==> config.mk <==
export PLATFORM = sky130hd
export DESIGN_NAME = argmax_seq_ctrl
export DESIGN_NICKNAME = d
export VERILOG_FILES = /design/src/rtl/nn_pkg.sv /design/src/rtl/argmax_update.sv /design/src/rtl/argmax_seq_ctrl.sv
export SDC_FILE = /design/constraint.sdc
export NUM_CORES = 1
export LEC_CHECK = 0
export CAP_MARGIN = 0
export CELL_PAD_IN_SITES_DETAIL_PLACEMENT = 0
export CELL_PAD_IN_SITES_GLOBAL_PLACEMENT = 1
export CORE_MARGIN = 5
export CORE_UTILIZATION = 38
export DETAILED_ROUTE_END_ITERATION = 10
export PLACE_DENSITY_LB_ADDON = 0.12
export SYNTH_ARGS = -nofsm -noshare
export SYNTH_HDL_FRONTEND = slang
export SYNTH_SLANG_ARGS = --single-unit
==> constraint.sdc <==
create_clock -name clk -period 4.1 [get_ports clk]
set_clock_uncertainty 0.15 [all_clocks]
set_input_delay 0.82 -clock clk [delete_from_list [all_inputs] [get_ports clk]]
set_output_delay 0.82 -clock clk [all_outputs]
set_load 0.02 [all_outputs]
==> src/rtl/nn_pkg.sv <==
// ---------------------------------------------------------------------------
// nn_pkg
// Shared definitions for the classifier back-end.
//   DEFAULT_BITS   : default score width (two's complement)
//   DEFAULT_HEIGHT : default number of classes per inference
//   IDX_W          : class index / counter width for the default HEIGHT
//   argmax_state_t : sequencer states of argmax_seq_ctrl
// ---------------------------------------------------------------------------
package nn_pkg;

    localparam int DEFAULT_BITS   = 24;
    localparam int DEFAULT_HEIGHT = 10;
    localparam int IDX_W          = $clog2(DEFAULT_HEIGHT);

    typedef enum logic [1:0] {
        IDLE    = 2'd0,
        COLLECT = 2'd1,
        DONE    = 2'd2
    } argmax_state_t;

endpackage

==> src/rtl/argmax_update.sv <==
// ---------------------------------------------------------------------------
// argmax_update
// Combinational compare-and-select step of the sequential argmax. One signed
// comparator is shared by every beat of an inference.
// Ports:
//   first    in  : current beat is beat 0 (load unconditionally)
//   in_data  in  : incoming score (signed)
//   max      in  : running maximum so far
//   idx      in  : index of the running maximum
//   cnt      in  : index of the incoming score
//   next_max out : running maximum after this beat
//   next_idx out : winning index after this beat
// ---------------------------------------------------------------------------
module argmax_update
    import nn_pkg::*;
#(
    parameter int BITS = DEFAULT_BITS,
    parameter int IW   = IDX_W
) (
    input  logic            first,
    input  logic [BITS-1:0] in_data,
    input  logic [BITS-1:0] max,
    input  logic [IW-1:0]   idx,
    input  logic [IW-1:0]   cnt,
    output logic [BITS-1:0] next_max,
    output logic [IW-1:0]   next_idx
);

    // Strict greater-than keeps the earlier index on ties.
    always_comb begin
        next_max = max;
        next_idx = idx;
        if (first) begin
            next_max = in_data;
            next_idx = '0;
        end else if ($signed(in_data) > $signed(max)) begin
            next_max = in_data;
            next_idx = cnt;
        end
    end

endmodule

==> src/rtl/argmax_seq_ctrl.sv <==
// ---------------------------------------------------------------------------
// argmax_seq_ctrl
// Sequential classifier back-end: takes HEIGHT signed scores one per cycle on
// a valid/ready stream, tracks the running maximum with a single comparator
// and presents the winning class index on an output valid/ready handshake.
//
// Optional feature macro: ARGMAX_SCORE_OUT_EN
//   defined     -> adds output max_score carrying the winning score
//   not defined -> no max_score port
//
// Ports:
//   clk         in  : rising-edge clock
//   reset       in  : asynchronous active-high reset
//   start       in  : begins an inference (IDLE, or DONE with handshake)
//   in_valid    in  : score beat present
//   in_data     in  : score for the current class (signed)
//   in_ready    out : block accepts scores (registered, high in COLLECT)
//   out_valid   out : predict_num valid (registered, high in DONE)
//   out_ready   in  : downstream accepts the result
//   predict_num out : winning class index, zero-extended to BITS
//   busy        out : high in COLLECT or DONE
//   max_score   out : winning score (only with ARGMAX_SCORE_OUT_EN)
// ---------------------------------------------------------------------------
module argmax_seq_ctrl
    import nn_pkg::*;
#(
    parameter int BITS   = DEFAULT_BITS,
    parameter int HEIGHT = DEFAULT_HEIGHT
) (
    input  logic            clk,
    input  logic            reset,
    input  logic            start,
    input  logic            in_valid,
    input  logic [BITS-1:0] in_data,
    output logic            in_ready,
    output logic            out_valid,
    input  logic            out_ready,
    output logic [BITS-1:0] predict_num,
    output logic            busy
`ifdef ARGMAX_SCORE_OUT_EN
    ,
    output logic [BITS-1:0] max_score
`endif
);

    localparam int IW = $clog2(HEIGHT);
    localparam logic [IW-1:0] LAST_CNT = IW'(HEIGHT - 1);

    argmax_state_t   state;
    logic [IW-1:0]   cnt;
    logic [BITS-1:0] max_val;
    logic [IW-1:0]   idx_val;

    logic [BITS-1:0] next_max;
    logic [IW-1:0]   next_idx;
    logic            beat;

    // in_ready is a registered decode of COLLECT, so a beat is simply
    // in_valid while the handshake output is high.
    assign beat = in_valid && in_ready;

    argmax_update #(
        .BITS (BITS),
        .IW   (IW)
    ) u_update (
        .first    (cnt == '0),
        .in_data  (in_data),
        .max      (max_val),
        .idx      (idx_val),
        .cnt      (cnt),
        .next_max (next_max),
        .next_idx (next_idx)
    );

    // Sequencer, counter and result registers. All handshake outputs are
    // assigned here alongside the state so they stay pure state decodes.
    // predict_num (and max_score) only load on the entry into DONE, so they
    // hold the previous result through IDLE and COLLECT.
    always_ff @(posedge clk or posedge reset) begin
        if (reset) begin
            state       <= IDLE;
            cnt         <= '0;
            max_val     <= '0;
            idx_val     <= '0;
            in_ready    <= 1'b0;
            out_valid   <= 1'b0;
            predict_num <= '0;
            busy        <= 1'b0;
`ifdef ARGMAX_SCORE_OUT_EN
            max_score   <= '0;
`endif
        end else begin
            case (state)
                IDLE: begin
                    if (start) begin
                        state    <= COLLECT;
                        cnt      <= '0;
                        max_val  <= '0;
                        idx_val  <= '0;
                        in_ready <= 1'b1;
                        busy     <= 1'b1;
                    end
                end

                COLLECT: begin
                    if (beat) begin
                        max_val <= next_max;
                        idx_val <= next_idx;
                        cnt     <= cnt + IW'(1);
                        if (cnt == LAST_CNT) begin
                            state       <= DONE;
                            in_ready    <= 1'b0;
                            out_valid   <= 1'b1;
                            predict_num <= {{(BITS-IW){1'b0}}, next_idx};
`ifdef ARGMAX_SCORE_OUT_EN
                            max_score   <= next_max;
`endif
                        end
                    end
                end

                DONE: begin
                    if (out_valid && out_ready) begin
                        out_valid <= 1'b0;
                        if (start) begin
                            // Back-to-back inference: skip IDLE entirely.
                            state    <= COLLECT;
                            cnt      <= '0;
                            max_val  <= '0;
                            idx_val  <= '0;
                            in_ready <= 1'b1;
                        end else begin
                            state <= IDLE;
                            busy  <= 1'b0;
                        end
                    end
                end

                default: begin
                    state     <= IDLE;
                    in_ready  <= 1'b0;
                    out_valid <= 1'b0;
                    busy      <= 1'b0;
                end
            endcase
        end
    end

endmodule

==> metrics.md, run 1 <==
| Metric | Value |
|---|---|
| Met2 wire length | `2367 µm` |
| HPWL Detailed | `3944 µm` |
| Area taken by multi-input logic gates | `1219 µm²` |
| RSZ-0062 raised after global routing | `no` |
| Number of maximum-capacitance violations | `0` |
| Number of levels the H-tree was split into | `2` |
| Total of flip-flops plus latches after synthesis | `41` |
| Kind of critical path | `in -> reg` |
| Row Count | `29` |
| Final sum of negative setup slack | `0 ns` |
| Post-synthesis instance area | `2474 µm²` |
| Final setup violation count | `0` |
| Crit path launch type | `input pin` |
| Proportion of synthesized area in mux cells | `1.214%` |
| Worst slack on hold paths | `0.3373 ns` |
| Residual DRC | `0` |
| Number of gates given a new drive strength after cts | `0` |
| Clock insertion delay at the later pin of the skew report | `0.30 ns` |
| Count of input and output buffers | `35` |
| Vias/cell | `5.056` |
| Area share of the largest cell type after synthesis | `41.48%` |
| Post-synthesis cell type with the largest combined area | `dfrtp_1` |
| Min cycle time layout | `3.565 ns` |
| Most common library cell in the layout ignoring fill and taps | `dfrtp_1` |
| Final cell utilization of the core | `46.88%` |
| Final Max Tran Viols | `0` |
| Horiz. Die Dim | `90.68 µm` |
| Number of distinct library cells after synthesis | `38` |
| Area growth, synth to finish | `20.33%` |
| Number of flops mapped to enable cells by yosys | `0` |
| Number of antenna-violating nets in the routed design | `0` |
| Number of primary I/O pins | `56` |
| Die Y | `90.68 µm` |
| CTS tree | `yes` |
| Post-synth ARST share | `100.0%` |
| Synth Area in XOR/XNOR | `0.7081%` |
| Die Outline Area | `8223 µm²` |
| Total inserted antenna cells | `0` |
| Total routing usage reported by global routing | `13.40%` |
| Routed wirelength normalized by instance count | `14.35 µm` |
| Via Count | `1896` |
| Class of the most critical hold timing path | `reg -> reg` |
| GP Congestion | `0.7430` |
| Filler cell count in the final layout | `593` |
| Simple-Gate Fraction of Synth Area | `12.65%` |
| Status | `finished clean` |
| Initial core utilization | `38.96%` |
| Number of antenna violations at the first check in global routing | `0` |
| VDD IR-drop max | `0.3072 mV` |
| Leakage power total | `1.447 nW` |
| Commonest register cell after synthesis | `dfrtp_1` |
| CORE AREA | `6350 µm²` |
| Initial drt markers | `48` |
| Cell types with the largest area share after synthesis | `dfrtp_1 41%, ha_1 14%, a22o_1 7.4%` |
| Longest Clk Path Bufs | `2` |
| Number of detailed-routing iterations run before antenna repair | `4` |
| Worst relative slew slack | `41.47%` |
| Actual slew at the worst max-slew pin | `0.8769 ns` |
| Sequential cell area | `1026 µm²` |
| Syn avg cell area | `9.816 µm²` |
| Fin. Hold Viols | `0` |
| Total gr overflow | `0` |
| # clock sinks | `41` |
| Synthesized instance count | `252` |
| Buffer cell driving the clock tree root | `clkbuf_8` |
| Number of buffers inserted during clock tree synthesis | `5` |
| First-pass GRT wire length | `9087 µm` |
| Hold bufs inserted after CTS | `0` |
| Total wire length | `5381 µm` |
| Worst path arrival time | `3.60 ns` |
| Period utilization | `86.95%` |
| Share of layout cells above drive strength 1 | `6.711%` |
| Max layer used | `met4` |
| Total setup buffers inserted after CTS | `0` |
| Endpoint required time on the critical path | `4.14 ns` |
| Critical Path End Type | `register` |
| Most frequent cells in the layout | `41 x dfrtp_1, 35 x clkdlybuf4s50_1, 29 x inv_1` |
| Largest net degree at the start of global routing | `23` |
| Synth Area in Compound Gates | `17.75%` |
| Sequential fraction of the synthesis area | `41.48%` |
| CTS clock-pin slew for the worst setup and hold paths | `0.08 ns` |
| Number of nets at the end of the flow | `353` |
| Post-synthesis share of cell area spent on full adders, half adders and majority gates | `13.66%` |
| Achievable clock frequency | `280.5 MHz` |
| Met1 Routed Length | `2712 µm` |
| Main combinational cell family by area after synthesis | `compound AO/OA/AOI/OAI gates` |
| Sum of met3 wire segment lengths after detailed routing | `244 µm` |
| Maximum fanout count along the critical path | `19` |
| Ratio of total power to cell area | `620.8 nW/µm²` |
| Vias in the first global route | `1846` |
| Yosys warnings | `0` |
==> report_power, final <==
part	internal, W	switching [W]	total, W
registers	0.000566	0.000111	0.000677
clock network	0.000152	0.000148	0.000301
logic	0.000406	0.000464	0.000870
total	0.00112	0.000723	0.00185
==> layer usage <==
| metal | vias to the layer above | track usage, % |
|---|---|---|
| li1 | 950 | - |
| met1 | 904 | 18.59 |
| met2 | 36 | 20.58 |
| met3 | 6 | 3.667 |
| met4 | 0 | 3.350 |
| met5 | - | 0 |
==> metrics by stage <==
step / area [µm²] / power, W / instances / setup slack (ns)
after floorplan: 2545 / 0.001313 / 271 / 0.6873
after global placement: 2875 / 0.001553 / 367 / 0.2930
after detailed placement: 2875 / 0.001561 / 367 / 0.2339
after CTS: 2977 / 0.001870 / 375 / 0.5319
after global routing: 2977 / 0.002024 / 375 / 0.2812
final: 2977 / 0.001848 / 375 / 0.5351
==> final timing paths <==
check | from | to | slack, ns | depth (start not counted)
hold / removal | predict_num[2] | predict_num[2] | 0.34 | 2
min in group asynchronous | reset | max_val[16] | 0.85 | 2
setup / recovery | in_data[9] | max_val[20] | 0.54 | 10
max in group asynchronous | reset | max_val[0] | 2.12 | 3
setup reg to reg | max_val[9] | max_val[20] | 1.10 | 10
hold reg to reg | predict_num[2] | predict_num[2] | 0.34 | 2
==> final cells by class <==
class	instances	area share, %
multi-input cells	175	40.94
well taps	77	3.237
flip-flops and latches	41	34.47
inverters	29	3.657
clock buffers	7	3.237
clock inverters	1	0.1681
repair buffers	45	14.29
==> flip-flops by register name (all words and copies together), names as in the netlist <==
signal       flops
busy             1
cnt              4
idx_val          4
in_ready         1
max_val         24
out_valid        1
predict_num      4
state            2
==> synth_stat cells, drive strengths merged, types with 2 or more instances <==
cell and n:
inv 29, o21ai 7, a21o 2, and3 3
a32o 3, buf 25, nor4 3, nand4 9
nand3 8, and2 2, nor2 9, xor2 2
dfrtp 41, a21oi 11, ha 27, nand2b 2
a22o 21, a31oi 2, nand2 23, o211ai 5
mux2i 3
==> critical path: stages <==
cell,delay [ns]
clkdlybuf4s50_1,0.42
ha_1,0.31
a21o_1,0.18
a221o_1,0.32
a22oi_1,0.18
nand2_1,0.13
or4_1,0.51
a41o_1,0.25
buf_4,0.21
a22o_1,0.26
==> logic make-up after synthesis <==
family                     after synthesis
DFF                                     41
xor gates and xnor gates                 2
AOI/OAI and AO/OA                       59
buffers and inverters                   55
and+or+nand+nor                         64
muxes                                    3
adders and majority gates               27
other                                    1
Power figures use the tool's default switching activity.
==> inputs of run 2 (changes only) <==
--- a/config.mk
+++ b/config.mk
@@ -5,6 +5,7 @@
 export SDC_FILE = /design/constraint.sdc
 export NUM_CORES = 1
 export LEC_CHECK = 0
+export ABC_AREA = 1
 export CAP_MARGIN = 0
 export CELL_PAD_IN_SITES_DETAIL_PLACEMENT = 0
 export CELL_PAD_IN_SITES_GLOBAL_PLACEMENT = 1
==> run 2 against run 1 <==
  * Utilization decreased by 1.6 points
  * Hold slack got worse by 0.0071 ns
  * First-iteration DRC count increased by 31%
  * Non-clock buffer count decreased by 8
  * Cell count increased by 31%
  * Die area increased by 14%
  * Synthesized area increased by 15%
  * Global-route usage decreased by 0.48 points
  * Setup slack improved by 0.44 ns
  * Critical path type unchanged
  * Critical endpoint is now max_val[1]
==> metrics.md, run 2 <==
| Metric | Value |
|---|---|
| Cell area after layout | `3299 µm² (was 2977 µm²)` |
| End point of the most critical hold path | `max_val[0] (was predict_num[2])` |
| Post-synth ARST share | `100.0% (unchanged)` |
| Simple-Gate Fraction of Synth Area | `34.52% (was 12.65%)` |
| Class of the most critical hold timing path | `reg -> reg (unchanged)` |
| Commonest register cell after synthesis | `dfrtp_1 (unchanged)` |
| Min cycle time layout | `3.123 ns (was 3.565 ns)` |
| Number of antenna-violating nets in the routed design | `0 (unchanged)` |
| Die Outline Area | `9340 µm² (was 8223 µm²)` |
| Crit path launch type | `input pin (unchanged)` |
| Sequential cell area | `1026 µm² (unchanged)` |
| Part of the power in the clock network | `16.6% (was 16.3%)` |
| Vias in the first global route | `2173 (was 1846)` |
| HPWL Detailed | `4261 µm (was 3944 µm)` |
| Ratio of total power to cell area | `540.6 nW/µm² (was 620.8 nW/µm²)` |
| CTS clock-pin slew for the worst setup and hold paths | `0.08 ns (about the same)` |
| Internal power summed over all cells | `0.0009958 W (was 0.001125 W)` |
| Count of input and output buffers | `35 (unchanged)` |
| Area growth, synth to finish | `15.66% (was 20.33%)` |
| Maximum fanout count along the critical path | `25 (was 19)` |
| VDD IR-drop max | `0.3022 mV (was 0.3072 mV)` |
| Total setup buffers inserted after CTS | `0 (unchanged)` |
| Startpoint of the most critical hold path | `max_val[0] (was predict_num[2])` |
| Longest Clk Path Bufs | `2 (unchanged)` |
| Residual DRC | `0 (unchanged)` |
| Total routing usage reported by global routing | `12.92% (was 13.40%)` |
| Sequential fraction of design power | `34.5% (was 36.6%)` |
| Via Count | `2203 (was 1896)` |
| Synth Area in XOR/XNOR | `0% (was 0.7081%)` |
| Fin. Hold Viols | `0 (unchanged)` |
| Commonest cells in the netlist | `78 x nand2_1, 49 x inv_1, 44 x nand2_2, 41 x dfrtp_1, 39 x nand3_1 (was 41 x dfrtp_1, 29 x inv_1, 27 x ha_1, 23 x nand2_1, 21 x a22o_1)` |
| Max reg flops | `24 (unchanged)` |
| Leakage power total | `1.678 nW (was 1.447 nW)` |
| Die Y | `96.65 µm (was 90.68 µm)` |
| Switching power summed over all nets | `0.0007879 W (was 0.0007230 W)` |
| Area share of the largest cell type after synthesis | `35.96% (was 41.48%)` |
| Total gr overflow | `0 (unchanged)` |
| Actual slew at the worst max-slew pin | `0.5382 ns (was 0.8769 ns)` |
| CTS tree | `yes (unchanged)` |
| Cell types with the largest area share after synthesis | `dfrtp_1 36%, ha_1 12%, nand2_1 10% (was dfrtp_1 41%, ha_1 14%, a22o_1 7.4%)` |
| Achievable clock frequency | `320.3 MHz (was 280.5 MHz)` |
| Post-synthesis cell type with the largest combined area | `dfrtp_1 (unchanged)` |
| Setup crit start | `in_data[23] (was in_data[9])` |
| Final setup violation count | `0 (unchanged)` |
| Synth Area in Compound Gates | `3.553% (was 17.75%)` |
| Sequential fraction of the synthesis area | `35.96% (was 41.48%)` |
| Number of distinct library cells after synthesis | `25 (was 38)` |
| Proportion of power drawn by combinational gates | `48.9% (was 47.1%)` |
| Area taken by multi-input logic gates | `1499 µm² (was 1219 µm²)` |
| Number of nets at the end of the flow | `447 (was 353)` |
| Total inserted antenna cells | `0 (unchanged)` |
| Main combinational cell family by area after synthesis | `simple AND/OR/NAND/NOR gates (was compound AO/OA/AOI/OAI gates)` |
| Period utilization | `76.16% (was 86.95%)` |
| Number of antenna violations at the first check in global routing | `0 (unchanged)` |
| Total of flip-flops plus latches after synthesis | `41 (unchanged)` |
| Clock insertion delay at the later pin of the skew report | `0.29 ns (was 0.30 ns)` |
| Hold path cells | `2 (unchanged)` |
| Most frequent cells in the layout | `78 x nand2_1, 49 x inv_1, 44 x nand2_2 (was 41 x dfrtp_1, 35 x clkdlybuf4s50_1, 29 x inv_1)` |
| Total wire length | `5799 µm (was 5381 µm)` |
| Status | `finished clean (unchanged)` |
| Number of flops mapped to enable cells by yosys | `0 (unchanged)` |
| Switching portion of total power | `44.17% (was 39.12%)` |
| Number of maximum-capacitance violations | `0 (unchanged)` |
| Critical Path End Type | `register (unchanged)` |
| Buffer cell driving the clock tree root | `clkbuf_8 (unchanged)` |
| Post-synthesis instance area | `2853 µm² (was 2474 µm²)` |
| First-pass GRT wire length | `10170 µm (was 9087 µm)` |
| Register with the most flip-flops | `max_val (unchanged)` |
| Post-place instance area | `3198 µm² (was 2875 µm²)` |
| RSZ-0062 raised after global routing | `no (unchanged)` |
| Worst slack on hold paths | `0.3302 ns (was 0.3373 ns)` |
| Worst relative slew slack | `64.12% (was 41.47%)` |
| Row Count | `31 (was 29)` |
| Number of primary I/O pins | `56 (unchanged)` |
| Depth of the most critical reg-to-reg path | `14 (was 10)` |
| Post-synthesis share of cell area spent on full adders, half adders and majority gates | `11.84% (was 13.66%)` |
| Filler cell count in the final layout | `783 (was 593)` |
| Endpoint required time on the critical path | `4.18 ns (was 4.14 ns)` |
| Share of layout cells above drive strength 1 | `15.82% (was 6.711%)` |
| Initial drt markers | `63 (was 48)` |
| Horiz. Die Dim | `96.65 µm (was 90.68 µm)` |
| Largest net degree at the start of global routing | `42 (was 23)` |
| Number of detailed-routing iterations run before antenna repair | `4 (unchanged)` |
| Kind of critical path | `in -> reg (unchanged)` |
| RR Startpoint | `max_val[15] (was max_val[9])` |
| Number of gates given a new drive strength after cts | `0 (unchanged)` |
| R2r endpoint | `max_val[1] (was max_val[20])` |
| Number of buffers inserted during clock tree synthesis | `5 (unchanged)` |
| GP Congestion | `0.7930 (was 0.7430)` |
| Most common library cell in the layout ignoring fill and taps | `nand2_1 (was dfrtp_1)` |
| Final sum of negative setup slack | `0 ns (unchanged)` |
| Cell with the most instances after synthesis | `nand2_1 (was dfrtp_1)` |
| Final Max Tran Viols | `0 (unchanged)` |
| Routed wirelength normalized by instance count | `11.81 µm (was 14.35 µm)` |
| CORE AREA | `7292 µm² (was 6350 µm²)` |
| Yosys warnings | `0 (unchanged)` |
| Vias/cell | `4.487 (was 5.056)` |
| Synthesized instance count | `354 (was 252)` |
| Number of levels the H-tree was split into | `2 (unchanged)` |
| Worst path arrival time | `3.20 ns (was 3.60 ns)` |
| Syn avg cell area | `8.059 µm² (was 9.816 µm²)` |
| # clock sinks | `41 (unchanged)` |
| Initial core utilization | `39.12% (was 38.96%)` |
| Hold bufs inserted after CTS | `0 (unchanged)` |
| Proportion of synthesized area in mux cells | `0% (was 1.214%)` |
| Setup slack on the worst flop-to-flop path | `1.56 ns (was 1.10 ns)` |
[run 2: kinds of logic (layout without fill, tap and decap cells)]
| logic type | after synthesis | in the layout |
|---|---|---|
| flops | 41 | 41 |
| other cells | 1 | 20 |
| fa+ha+maj | 27 | 27 |
| buf+inv | 75 | 94 |
| simple gates | 191 | 191 |
| compound gates | 19 | 19 |
[run 2: worst max path at each step]
stage	to	slack, ns	depth (start not counted)
2_1_floorplan	max_val[2]	1.55	10
3_3_place_gp	max_val[23]	0.68	11
3_5_place_dp	max_val[0]	0.65	11
4_1_cts	max_val[1]	0.95	11
5_1_grt	max_val[1]	0.76	13
6_report	max_val[1]	0.98	11
[run 2: final cells by class]
type                            instances  area share (%)
Clock buffer                            7           2.920
Clock inverter                          1          0.1517
Inverter                               49           5.575
Multi-Input combinational cell        257           45.43
Sequential cell                        41           31.10
Tap cell                               99           3.754
Timing Repair Buffer                   37           11.07
[run 2: metrics by stage]
stage / instances / total power (W) / utilization, % / setup WS (ns)
2_1_floorplan: 373 / 0.001330 / - / 1.549
3_3_place_gp: 483 / 0.001507 / 43.86 / 0.6812
3_5_place_dp: 483 / 0.001510 / 43.86 / 0.6451
4_1_cts: 491 / 0.001815 / 45.25 / 0.9473
5_1_grt: 491 / 0.001962 / 45.25 / 0.7575
6_report: 491 / 0.001784 / 45.25 / 0.9775
[run 2: critical path, cell delays in order]
cell             delay, ns
clkdlybuf4s50_1       0.45
ha_1                  0.38
a21oi_1               0.15
o21ai_1               0.07
nor2_1                0.21
nand4_1               0.18
nand3_4               0.15
nand3_4               0.29
nand2_8               0.33
nand2_1               0.08
nand2_1               0.07
[run 2: power by group through the flow]
stage	logic [W]	clock network, W	registers [W]
2_1_floorplan	0.000698	0	0.000632
3_3_place_gp	0.000884	0	0.000623
3_5_place_dp	0.000887	0	0.000623
4_1_cts	0.000891	0.000307	0.000617
5_1_grt	0.00100	0.000325	0.000637
6_report	0.000872	0.000296	0.000615
[run 2: routing by layer]
layer | part of all wire (%) | GRT usage [%] | up-vias
met4 | 0.69 | 2.808 | 0
met1 | 49 | 17.40 | 1013
met5 | 0 | 0 | -
li1 | - | - | 1147
met3 | 3.6 | 3.453 | 4
met2 | 47 | 20.81 | 39
==> inputs of run 3 (changes only) <==
--- a/config.mk
+++ b/config.mk
@@ -10,7 +10,7 @@
 export CELL_PAD_IN_SITES_DETAIL_PLACEMENT = 0
 export CELL_PAD_IN_SITES_GLOBAL_PLACEMENT = 1
 export CORE_MARGIN = 5
-export CORE_UTILIZATION = 38
+export CORE_UTILIZATION = 35
 export DETAILED_ROUTE_END_ITERATION = 10
 export PLACE_DENSITY_LB_ADDON = 0.12
 export SYNTH_ARGS = -nofsm -noshare
==> constraint.sdc (replaced) <==
create_clock -name clk -period 2.8 [get_ports clk]
set_clock_uncertainty 0.15 [all_clocks]
set_input_delay 0.56 -clock clk [delete_from_list [all_inputs] [get_ports clk]]
set_output_delay 0.56 -clock clk [all_outputs]
set_load 0.02 [all_outputs]
==> run 3 against run 2 <==
  * Hold slack worse by 0.0062 ns
  * Utilization down 3.7 points
  * Total power up 49%
  * Critical path depth unchanged
  * Setup slack worse by 0.70 ns
  * Combinational power up 55%
  * Final area up 1.8%
  * Sequential power up 46%
  * Flip-flop and latch count unchanged
  * Global-route usage up 0.30 points
==> metrics.md, run 3 (synthesis results as in run 2) <==
| Metric | Value |
|---|---|
| Number of levels the H-tree was split into | `2 (unchanged)` |
| Count of input and output buffers | `35 (unchanged)` |
| Sum of met3 wire segment lengths after detailed routing | `204 µm (was 210 µm)` |
| Vias in the first global route | `2291 (was 2173)` |
| Depth of the most critical reg-to-reg path | `14 (unchanged)` |
| Initial drt markers | `61 (was 63)` |
| Max reg flops | `24 (unchanged)` |
| Number of nets at the end of the flow | `456 (was 447)` |
| HPWL Detailed | `4398 µm (was 4261 µm)` |
| Number of gates given a new drive strength after cts | `0 (unchanged)` |
| GP Congestion | `0.7710 (was 0.7930)` |
| Final Max Tran Viols | `0 (unchanged)` |
| Startpoint of the most critical hold path | `max_val[23] (was max_val[0])` |
| End point of the most critical hold path | `max_val[23] (was max_val[0])` |
| Setup slack on the worst flop-to-flop path | `0.59 ns (was 1.56 ns)` |
| Leakage power total | `1.712 nW (was 1.678 nW)` |
| Final Total Pwr | `0.002649 W (was 0.001784 W)` |
| Number of primary I/O pins | `56 (unchanged)` |
| Worst path arrival time | `2.56 ns (was 3.20 ns)` |
| Longest Clk Path Bufs | `2 (unchanged)` |
| Fin. Hold Viols | `0 (unchanged)` |
| Total wire length | `6046 µm (was 5799 µm)` |
| Setup crit start | `in_data[23] (unchanged)` |
| VDD IR-drop max | `0.3278 mV (was 0.3022 mV)` |
| R2r endpoint | `max_val[23] (was max_val[1])` |
| Horiz. Die Dim | `100.3 µm (was 96.65 µm)` |
| Class of the most critical hold timing path | `reg -> reg (unchanged)` |
| Critical Path End Type | `register (unchanged)` |
| Maximum fanout count along the critical path | `12 (was 25)` |
| Met2 wire length | `2823 µm (was 2709 µm)` |
| Number of antenna-violating nets in the routed design | `0 (unchanged)` |
| Hold path cells | `2 (unchanged)` |
| Kind of critical path | `in -> reg (unchanged)` |
| Crit path launch type | `input pin (unchanged)` |
| Most common library cell in the layout ignoring fill and taps | `nand2_1 (unchanged)` |
| Initial core utilization | `35.25% (was 39.12%)` |
| Register with the most flip-flops | `max_val (unchanged)` |
| Buffer cell driving the clock tree root | `clkbuf_8 (unchanged)` |
| Clock insertion delay at the later pin of the skew report | `0.29 ns (about the same)` |
| Achievable clock frequency | `396.3 MHz` |
| Number of maximum-capacitance violations | `0 (unchanged)` |
| Residual DRC | `0 (unchanged)` |
| CTS tree | `yes (unchanged)` |
| CORE AREA | `8093 µm² (was 7292 µm²)` |
| Filler cell count in the final layout | `843 (was 783)` |
| Area growth, synth to finish | `17.76% (was 15.66%)` |
| Hold bufs inserted after CTS | `0 (unchanged)` |
| Number of detailed-routing iterations run before antenna repair | `4 (unchanged)` |
| # clock sinks | `41 (unchanged)` |
| Total gr overflow | `0 (unchanged)` |
| Total setup buffers inserted after CTS | `0 (unchanged)` |
| Period utilization | `90.13%` |
| Routed wirelength normalized by instance count | `11.97 µm (was 11.81 µm)` |
| Die Y | `100.3 µm (was 96.65 µm)` |
| Die Outline Area | `10060 µm² (was 9340 µm²)` |
| First-pass GRT wire length | `10730 µm (was 10170 µm)` |
| Number of buffers inserted during clock tree synthesis | `5 (unchanged)` |
| Worst relative slew slack | `62.34% (was 64.12%)` |
| Status | `finished clean (unchanged)` |
| Via Count | `2214 (was 2203)` |
| Met1 Routed Length | `2935 µm (was 2840 µm)` |
| Row Count | `33 (was 31)` |
| RSZ-0062 raised after global routing | `no (unchanged)` |
| Endpoint required time on the critical path | `2.84 ns (was 4.18 ns)` |
| Largest net degree at the start of global routing | `42 (unchanged)` |
| Worst slack on hold paths | `0.3241 ns (was 0.3302 ns)` |
| Min cycle time layout | `2.524 ns` |
| Final sum of negative setup slack | `0 ns (unchanged)` |
| Max layer used | `met4 (unchanged)` |
| Actual slew at the worst max-slew pin | `0.5649 ns (was 0.5382 ns)` |
| CTS clock-pin slew for the worst setup and hold paths | `0.07 ns (was 0.08 ns)` |
| Most frequent cells in the layout | `78 x nand2_1, 49 x inv_1, 44 x nand2_2 (unchanged)` |
| Total inserted antenna cells | `0 (unchanged)` |
| Final setup violation count | `0 (unchanged)` |
| Total routing usage reported by global routing | `13.22% (was 12.92%)` |
| Vias/cell | `4.384 (was 4.487)` |
| Ratio of total power to cell area | `788.6 nW/µm² (was 540.6 nW/µm²)` |
| Number of antenna violations at the first check in global routing | `0 (unchanged)` |
| Share of layout cells above drive strength 1 | `17.25% (was 15.82%)` |
| RR Startpoint | `max_val[15] (unchanged)` |
-- run 3: cell count changes in the layout (fill, tap and decap cells not counted) --
| cell | previous run | this run |
|---|---|---|
| clkbuf_8 | 7 | 6 |
| clkinv_2 | 1 | 0 |
| clkbuf_1 | 0 | 1 |
| buf_4 | 2 | 11 |
-- run 3: final cells by class --
type                    instances  area (µm²)  area share, %
clock buffers                   7       86.33          2.570
inverters                      49       183.9          5.475
well taps                     105       131.4          3.911
repair buffers                 46       432.9          12.89
multi-input cells             257        1499          44.62
flip-flops and latches         41        1026          30.54
-- run 3: where the power goes --
part,internal [W],switching (W),total [W]
sequential,0.000769,0.000127,0.000896
combinational,0.000515,0.000834,0.00135
clock,0.000196,0.000209,0.000405
-- run 3: worst max path at each step --
| stage | cells after the start | slack (ns) | endpoint |
|---|---|---|---|
| floorplan | 10 | 0.51 | max_val[2] |
| global route | 13 | 0.06 | max_val[9] |
| detailed placement | 13 | -0.07 | max_val[1] |
| CTS | 11 | 0.25 | max_val[6] |
| global placement | 13 | -0.05 | max_val[1] |
| finish | 11 | 0.28 | max_val[23] |
-- run 3: worst max-delay path, stage by stage --
cell,delay [ns]
clkdlybuf4s50_1,0.44
ha_1,0.35
a21oi_1,0.15
o21ai_1,0.08
nor2_1,0.21
nand4_1,0.18
nand3_4,0.13
nand3_4,0.10
buf_4,0.21
nand3b_1,0.09
nand2_1,0.06
-- run 3: layer usage --
layer	vias up	track usage, %
met2	29	21.15
li1	1165	-
met4	0	4.352
met5	-	0
met3	8	2.849
met1	1012	17.72
-- run 3: stage by stage --
step / setup slack (ns) / utilization (%) / instance area (µm²) / instances
2_1_floorplan: 0.5093 / - / 2924 / 373
3_3_place_gp: -0.04896 / 40.45 / 3273 / 498
3_5_place_dp: -0.06625 / 40.45 / 3273 / 498
4_1_cts: 0.2523 / 41.51 / 3359 / 505
5_1_grt: 0.06435 / 41.51 / 3359 / 505
6_report: 0.2765 / 41.51 / 3359 / 505
